==> src/rtl/counts_readout_if.sv <==
// Byte stream toward the host link: one byte per transfer, valid/ready handshake.
interface counts_readout_if;
  logic [7:0] tx_data;
  logic       tx_valid;
  logic       tx_ready;

  modport master (output tx_data, output tx_valid, input tx_ready);
  modport slave  (input tx_data, input tx_valid, output tx_ready);
endinterface

==> src/rtl/counts_readout.sv <==
// Snapshots the pair-coincidence counts on a trigger and streams them as a framed,
// XOR-checksummed byte sequence: A5, seq, one byte per pair, checksum.
//
// state | meaning
// IDLE  | no frame in flight, waiting for start, timer expiry or pending request
// HDR   | presenting header byte 0xA5
// SEQ   | presenting frame sequence number
// DATA  | presenting snapshot counts, pair 0 first
// CSUM  | presenting XOR of all preceding frame bytes
module counts_readout #(
  parameter  int NCHAN  = 6,
  parameter  int NBITS  = 4,
  parameter  int PERIOD = 0,
  localparam int NPAIRS = NCHAN * (NCHAN - 1) / 2
) (
  input  logic                           clk,
  input  logic                           rst_n,
  input  logic [NPAIRS-1:0][NBITS-1:0]   counts,
  input  logic                           start,
  output logic                           snap_clear,
  output logic                           busy,
  counts_readout_if.master               tx
);

  typedef enum logic [2:0] {IDLE, HDR, SEQ, DATA, CSUM} state_t;

  localparam logic [7:0] HEADER = 8'hA5;
  localparam int         RW     = (NPAIRS > 1) ? $clog2(NPAIRS) : 1;

  state_t                       state;
  logic [7:0]                   seq;
  logic [7:0]                   checksum;
  logic [7:0]                   tx_data_q;
  logic                         tx_valid_q;
  logic                         pending;
  logic [NPAIRS-1:0][NBITS-1:0] snap;
  logic [RW-1:0]                remain;
  logic                         expire;
  logic                         req;
  logic                         xfer;
  logic                         launch;

  if (PERIOD > 0) begin : g_timer
    localparam int TW = (PERIOD > 1) ? $clog2(PERIOD) : 1;
    logic [TW-1:0] timer;

    always_ff @(posedge clk or negedge rst_n) begin
      if (!rst_n) begin
        timer <= '0;
      end else if (timer == TW'(PERIOD - 1)) begin
        timer <= '0;
      end else begin
        timer <= timer + 1'b1;
      end
    end

    assign expire = (timer == TW'(PERIOD - 1));
  end else begin : g_no_timer
    assign expire = 1'b0;
  end

  assign req  = start | expire;
  assign xfer = tx_valid_q & tx.tx_ready;

  // A new frame starts from IDLE, or directly off an accepted checksum when a request is queued.
  assign launch = ((state == IDLE) && (req || pending)) ||
                  ((state == CSUM) && xfer && pending);

  assign tx.tx_data  = tx_data_q;
  assign tx.tx_valid = tx_valid_q;
  assign busy        = (state != IDLE);

  always_ff @(posedge clk or negedge rst_n) begin
    if (!rst_n) begin
      state      <= IDLE;
      seq        <= '0;
      checksum   <= '0;
      tx_data_q  <= '0;
      tx_valid_q <= 1'b0;
      pending    <= 1'b0;
      snap       <= '0;
      remain     <= '0;
      snap_clear <= 1'b0;
    end else begin
      snap_clear <= 1'b0;

      case (state)
        HDR: begin
          if (xfer) begin
            checksum  <= checksum ^ tx_data_q;
            tx_data_q <= seq;
            state     <= SEQ;
          end
        end
        SEQ: begin
          if (xfer) begin
            checksum  <= checksum ^ tx_data_q;
            tx_data_q <= 8'(snap[0]);
            snap      <= snap >> NBITS;
            remain    <= RW'(NPAIRS - 1);
            state     <= DATA;
          end
        end
        DATA: begin
          if (xfer) begin
            checksum <= checksum ^ tx_data_q;
            if (remain == '0) begin
              tx_data_q <= checksum ^ tx_data_q;
              state     <= CSUM;
            end else begin
              tx_data_q <= 8'(snap[0]);
              snap      <= snap >> NBITS;
              remain    <= remain - 1'b1;
            end
          end
        end
        CSUM: begin
          if (xfer) begin
            seq        <= seq + 8'd1;
            state      <= IDLE;
            tx_valid_q <= 1'b0;
            tx_data_q  <= '0;
          end
        end
        default: ;
      endcase

      if (launch) begin
        snap       <= counts;
        snap_clear <= 1'b1;
        checksum   <= '0;
        tx_data_q  <= HEADER;
        tx_valid_q <= 1'b1;
        state      <= HDR;
      end

      // One queued request at most; a launch from CSUM frees the slot for a request on that edge.
      if (state == IDLE) begin
        pending <= 1'b0;
      end else if ((state == CSUM) && xfer && pending) begin
        pending <= req;
      end else if (req) begin
        pending <= 1'b1;
      end
    end
  end

endmodule

==> src/flat_wrapper.sv <==
// flat-port wrapper written by rule: the top's interface ports become plain ports
module counts_readout_flat 
#(
  parameter  int NCHAN  = 6,
  parameter  int NBITS  = 4,
  parameter  int PERIOD = 0,
  localparam int NPAIRS = NCHAN * (NCHAN - 1) / 2
)
  (clk, rst_n, counts, start, snap_clear, busy, tx_tx_data, tx_tx_valid, tx_tx_ready);
  counts_readout_if tx_i ();
  input  logic clk;
  input  logic rst_n;
  input  logic [NPAIRS-1:0][NBITS-1:0] counts;
  input  logic start;
  output logic snap_clear;
  output logic busy;
  output wire logic [$bits(tx_i.tx_data)-1:0] tx_tx_data;
  output wire logic [$bits(tx_i.tx_valid)-1:0] tx_tx_valid;
  input wire logic [$bits(tx_i.tx_ready)-1:0] tx_tx_ready;
  assign tx_tx_data = tx_i.tx_data;
  assign tx_tx_valid = tx_i.tx_valid;
  assign tx_i.tx_ready = tx_tx_ready;
  counts_readout #(.NCHAN(NCHAN), .NBITS(NBITS), .PERIOD(PERIOD)) u_core (.clk(clk), .rst_n(rst_n), .counts(counts), .start(start), .snap_clear(snap_clear), .busy(busy), .tx(tx_i));
endmodule
==> config.mk <==
export PLATFORM = sky130hd
export DESIGN_NAME = counts_readout_flat
export DESIGN_NICKNAME = d
export VERILOG_FILES = /design/src/rtl/counts_readout_if.sv /design/src/rtl/counts_readout.sv /design/src/flat_wrapper.sv
export SDC_FILE = /design/constraint.sdc
export NUM_CORES = 1
export LEC_CHECK = 0
export ABC_AREA = 1
export BUFFER_PORTS_ARGS = -buffer_cell sky130_fd_sc_hd__buf_2
export CORE_MARGIN = 5
export CORE_UTILIZATION = 35
export DETAILED_ROUTE_END_ITERATION = 8
export RECOVER_POWER = 50
export SLEW_MARGIN = 20
export SYNTH_ARGS = -nofsm -noshare
export SYNTH_HDL_FRONTEND = slang
export SYNTH_SLANG_ARGS = --single-unit
==> constraint.sdc <==
create_clock -name clk -period 3.5 [get_ports clk]
set_input_delay 0.175 -clock clk [delete_from_list [all_inputs] [get_ports clk]]
set_output_delay 0.175 -clock clk [all_outputs]
set_load 0.02 [all_outputs]
Yosys cells after proc, flatten, opt, wreduce, memory -nomap -nowiden
Cells that the tools add are included.
Word-level totals
  bits in read-only memories: 0
  word-level logic and storage cells: 96
  output and inout bits: 11
  RAM bits: 0
  latch bits: 0
  input bits: 64
  memories kept: 0
  register bits: 94
Cells by class
  divide/modulo/power cells: 0
  reduce and logical (&&, ||, !) cells: 23
  muxes and demuxes: 33
  multipliers: 0
  bitwise operators: 2
  shift-type cells: 0
  $add $sub $neg: 2
  order comparisons: 0
  eq/ne operators: 13
Operators by type and width (number)
  60-bit 2-to-1 mux: 4
  60-bit case mux with 2 select lines: 1
  8-bit 2-to-1 mux: 9
  8-bit case mux with 4 select lines: 1
  3-bit 2-to-1 mux: 6
  3-bit by 1-bit inequality test with 1-bit output (second input constant): 5
  4-bit 2-to-1 mux: 3
  3-bit case mux with 4 select lines: 1
  3-bit nonzero test: 3
  8-bit by 1-bit adder with 8-bit output (second input constant): 1
  4-bit case mux with 2 select lines: 1
  4-bit AND reduction: 2
  2-bit nonzero test: 4
  8-bit XOR: 1
  1-bit 2-to-1 mux: 7
  3-bit by 2-bit equality test with 1-bit output (second input constant): 2
  2-bit AND reduction: 3
  6-bit AND reduction: 1
  5-bit AND reduction: 1
  5-bit nonzero test: 1
  4-bit logical NOT: 1
  2-bit by 1-bit inequality test with 1-bit output (second input constant): 2
  4-bit by 1-bit subtractor with 4-bit output (second input constant): 1
  3-bit by 1-bit equality test with 1-bit output (second input constant): 1
  other kinds (8): 11

Longest topological paths before layout
  depth after elaboration: 6
  gate-level depth with buffers: 10
  gate-level depth less buffers: 10

Worst setup path after synthesis
OpenSTA, ideal clock, no wires.
  kind: register to register
  start point: register u_core.tx_valid_q, in the netlist u_core.tx.tx_valid
  end point: register u_core.snap[1] (netlist bit)
  path slack: 1.902 ns
  setup time: 0.127 ns
  required time: 3.373 ns
  period minus slack after synthesis: 1.598 ns
  path buffers: 2
  data arrival time: 1.472 ns
  cell stages (with the launch flop): 8
  cell sequence: dfrtp_1 > nand2_1 > a21oi_1 > nand2_2 > nand2_1 > buf_2 > buf_6 > o211ai_2
Between the ends
  word-level cells in the longest chain between the ends: 6
  elaborated cells on any way between the ends: 10
  those cells by class: 3 x eq/ne; 1 x mux; 1 x bitwise; 5 x reduce/logical
Ends and longest elaborated chain
  start, declared: RTL line counts_readout.sv:34  | logic tx_valid_q;
  start signal, assigned: RTL line counts_readout.sv:79  | tx_valid_q <= 1'b0;
  start signal, assigned: RTL line counts_readout.sv:121  | tx_valid_q <= 1'b0;
  start signal, assigned: RTL line counts_readout.sv:133  | tx_valid_q <= 1'b1;
  1-bit AND (*): RTL line counts_readout.sv:63  | assign xfer = tx_valid_q & tx.tx_ready;
  1-bit logical AND (2 in a row): RTL line counts_readout.sv:67  | ((state == CSUM) && xfer && pending);
  1-bit logical OR: RTL line counts_readout.sv:66  | assign launch = ((state == IDLE) && (req || pending)) ||
  3-bit by 1-bit inequality test with 1-bit output (no source line) (tied with other cells)
  4-bit AND reduction (no source line)
  end signal, assigned: RTL line counts_readout.sv:99  | snap <= snap >> NBITS;
  end signal, assigned: RTL line counts_readout.sv:112  | snap <= snap >> NBITS;
  end signal, assigned: RTL line counts_readout.sv:129  | snap <= counts;
  end, declared: RTL line counts_readout.sv:36  | logic [NPAIRS-1:0][NBITS-1:0] snap;
Mark *: on every way between the ends. The rest lies on a longest branch, timed or not.
A chain may end at the register's enable or synchronous reset.

==> impl_results.md <==
* Full die area at roughly 15,000 sq um
* R2R Setup Slk at 1.17 ns
* Setup bufs post-CTS at 0
* Initial antenna violation count at 0
* Worst-case clock buffer depth at 2
* Layout Cells excl Fill at 799
* Final min period at 2.35 ns
* Largest net degree at the start of global routing at 67
* Internal at ~1.9 mW
* Final Cycle Share at 0.670
* Rel. slew slack at -0.141
* Fin area at 5390 sq um
* Syn nets at 621
* Slew @ Worst Pin at 1.71 ns
* Reg power frac at 0.473
* Fmax at 426 MHz
* Placer congestion estimate at ~0.82
* Routed wire length per instance at 13.6 um
* EDFF count, synth at 0
* R2R cell count at 8
* Cell count after placement at 782
* Nets at between 600 and 700
* Drt initial violations at approximately 200
* Finish-stage setup viols at 0
* Routed vias/inst at 4.79
* Share of the synthesized area in the top cell type at 0.517
* Syn_area_per_cell at 8.20 sq um
* Main synth FF type: dfrtp_1
* Hold slack at 0.0312 ns
* Largest area contributor in the netlist: dfrtp_1
* Failing checks: max-capacitance violations, max-slew violations
* Largest cells by area after synthesis: dfrtp_1, nand2_1, o21ai_0
* Leak pwr at roughly 2.7 nW
* Hold Crit Start: counts[59]
* WP data required at 3.87 ns
* Pre-CTS setup slack at 1.16 ns
* Multi-input combinational cell area at 1860 sq um
* Grt ovf at 0
* Remaining antenna violation count after routing at 0
* Clock power frac at 0.484
* Synthesized flop and latch total at 94
* Core ar. at 12,700 sq um
* Final Util at 0.425
* GRT Util Overall at 0.154
* Area delta synth->final at 18.4%
* Port bufs at 74
* N_diodes at 0
* I/O pins at 75
* Worst VDD drop at 198 uV
* Power consumption at between 2 and 2.5 mW
* Vias in the first global route at 3,929
* Initial Util at 0.359
* Max-cap violations at 1
* First-pass GRT wire length at 18,600 um
* Comb pwr share at 0.043
* Pre-Repair DR Iteration Count at 5
* Die Width at 124 um
* Max Used Layer: met4
* Clock Pin Slew Worst Setup and Hold Paths at 0.06 ns
* Worst setup margin at 1.15 ns
* WL met3 at 564 um
* CTS tree: built
* Critical path's slowest cell: clkbuf_2
* Status: finished with violations
* Chip height at 124 um
* Layout cells sized above 1 at 0.159
* Switching part of the total at 0.207
* Clk_lat worst skew at approximately 0.35 ns
* CP Max Fanout at 66
* Syn Inst Count at about 560
* RR Startpoint: u_core.remain[0]$_DFFE_PN0P_
* Routed vias at 3,828
* Seq/Total Area, Yosys at 0.517
* DRT Wirelength at 10,900 um
* Root Driver: clkbuf_16
* DP Wirelength at roughly 7400 um
* Startpoint Class: input port
* Hold Crit Depth at 3
* RSZ-0062 raised after global routing: no
* Kind of critical path: input port to asynchronous set/reset pin
* Psw at 0.499 mW
* Synth warnings at 0
* Drt drc at 0
* Fill cells at between 1,000 and 1,500
* Worst Hold End: u_core.snap[59]$_DFFE_PN0P_
* TNS Setup at 0 ns
* Reg-to-Reg End: u_core.snap[23]$_DFFE_PN0P_
* Count of pins over their slew limit at between 60 and 70
* Met2 WL post-DR at roughly 5000 um
* Critical Path Max Stage Delay at ~1.2 ns
* CTS buffer count at 9
* PostCTS Resize Cnt at 0
* Cell Area, Placed at 5050 sq um
* Clk sinks at 94
* Clock Skew at 0.00982 ns
* Pwr per Cell Area at between 400 and 500 nW/um^2
* Clock H-tree levels at 3
* Class of the worst hold path: input port to flop
* Worst setup EP type: asynchronous set/reset pin
* CP arrival at 2.71 ns
* Mapped Area at 4550 sq um
* Rows at 41
* FF+latch area at 2350 sq um
* Distinct cells, synth at 28
* Final hold vios at 0
* Crit-path cells: dlygate4sd3_1 -> clkbuf_2 -> clkbuf_1
* Ys async rst share at 1.00
* Wl on met1 at 5140 um
## worst max path at each step
stage	start	to	slack, ns	cells past startpoint
3_3_place_gp	u_core.remain[0]$_DFFE_PN0P_	u_core.snap[23]$_DFFE_PN0P_	1.24	8
4_1_cts	u_core.remain[0]$_DFFE_PN0P_	u_core.snap[7]$_DFFE_PN0P_	1.15	8
3_5_place_dp	u_core.remain[0]$_DFFE_PN0P_	u_core.snap[23]$_DFFE_PN0P_	1.16	8
6_report	rst_n	u_core.snap[58]$_DFFE_PN0P_	1.15	3
5_1_grt	rst_n	u_core.snap[58]$_DFFE_PN0P_	0.64	3
2_1_floorplan	u_core.tx.tx_valid$_DFFE_PN0P_	u_core.snap[1]$_DFFE_PN0P_	1.90	7
## metal layers
layer	track usage	vias to the layer above
met5	0	-
met4	0.0541	0
met3	0.0391	12
met2	0.240	87
met1	0.208	1820
li1	-	1909
## repair_timing
action / in CTS / in global routing
endpoints found under the setup margin: 0 / 0
hold buffers: 1 / 0
endpoints found under the hold margin: 60 / 0
## cell usage in the layout (no fill, tap or decap), types with 9 or more instances in the layout
cell type  count
clkbuf_1      12
o211ai_2      10
clkbuf_16      9
nand3_1       10
buf_2         63
nand2_1      183
xor2_1        13
nor2_1        41
inv_1         52
a21oi_1       43
o21ai_0       44
dfrtp_1       94
## synthesized netlist by cell type (4+ instances only)
cell	n
o21ai_0	44
buf_2	14
o21a_1	8
inv_1	52
nand3_1	10
nor2_1	40
o21ai_1	5
o211ai_2	10
dfrtp_1	94
nand4_1	5
o211ai_1	8
xor2_1	13
nand2_1	183
clkbuf_1	4
buf_4	4
a21oi_1	43
## worst max-delay path: cells and delay by family
family   cells  cell delay (ns)
buf+inv      3             2.48
## flip-flops by register name, summed over array words and instances, names as in the netlist
signal and flops:
u_core.snap 60, u_core.tx.tx_valid 1, u_core.state 3, u_core.snap_clear 1, u_core.pending 1, u_core.checksum 8
u_core.remain 4, u_core.seq 8, u_core.tx.tx_data 8
## layout make-up
type	instances	area share
clock buffers	11	0.0469
clock inverters	5	0.0193
inverters	55	0.0383
multi-input cells	382	0.345
flip-flops and latches	94	0.437
well taps	172	0.0399
repair buffers	80	0.0739
## power by group through the flow
stage               Clock (mW)  Combinational [mW]  Sequential, mW
CTS                       1.19               0.109            1.14
global placement             0               0.104            1.16
detailed placement           0               0.107            1.16
finish                    1.16               0.104            1.14
floorplan                    0              0.0380            1.15
global route              1.23               0.120            1.14
## logic make-up (layout without fill, tap and decap cells)
group	Yosys count	after routing	synth area share
compound gates	121	121	0.162
xor+xnor	16	16	0.0308
fa+ha+maj	2	2	0.00550
buf+inv	79	151	0.0740
flops	94	94	0.517
simple gates	243	243	0.211
Power figures use the tool's default switching activity.
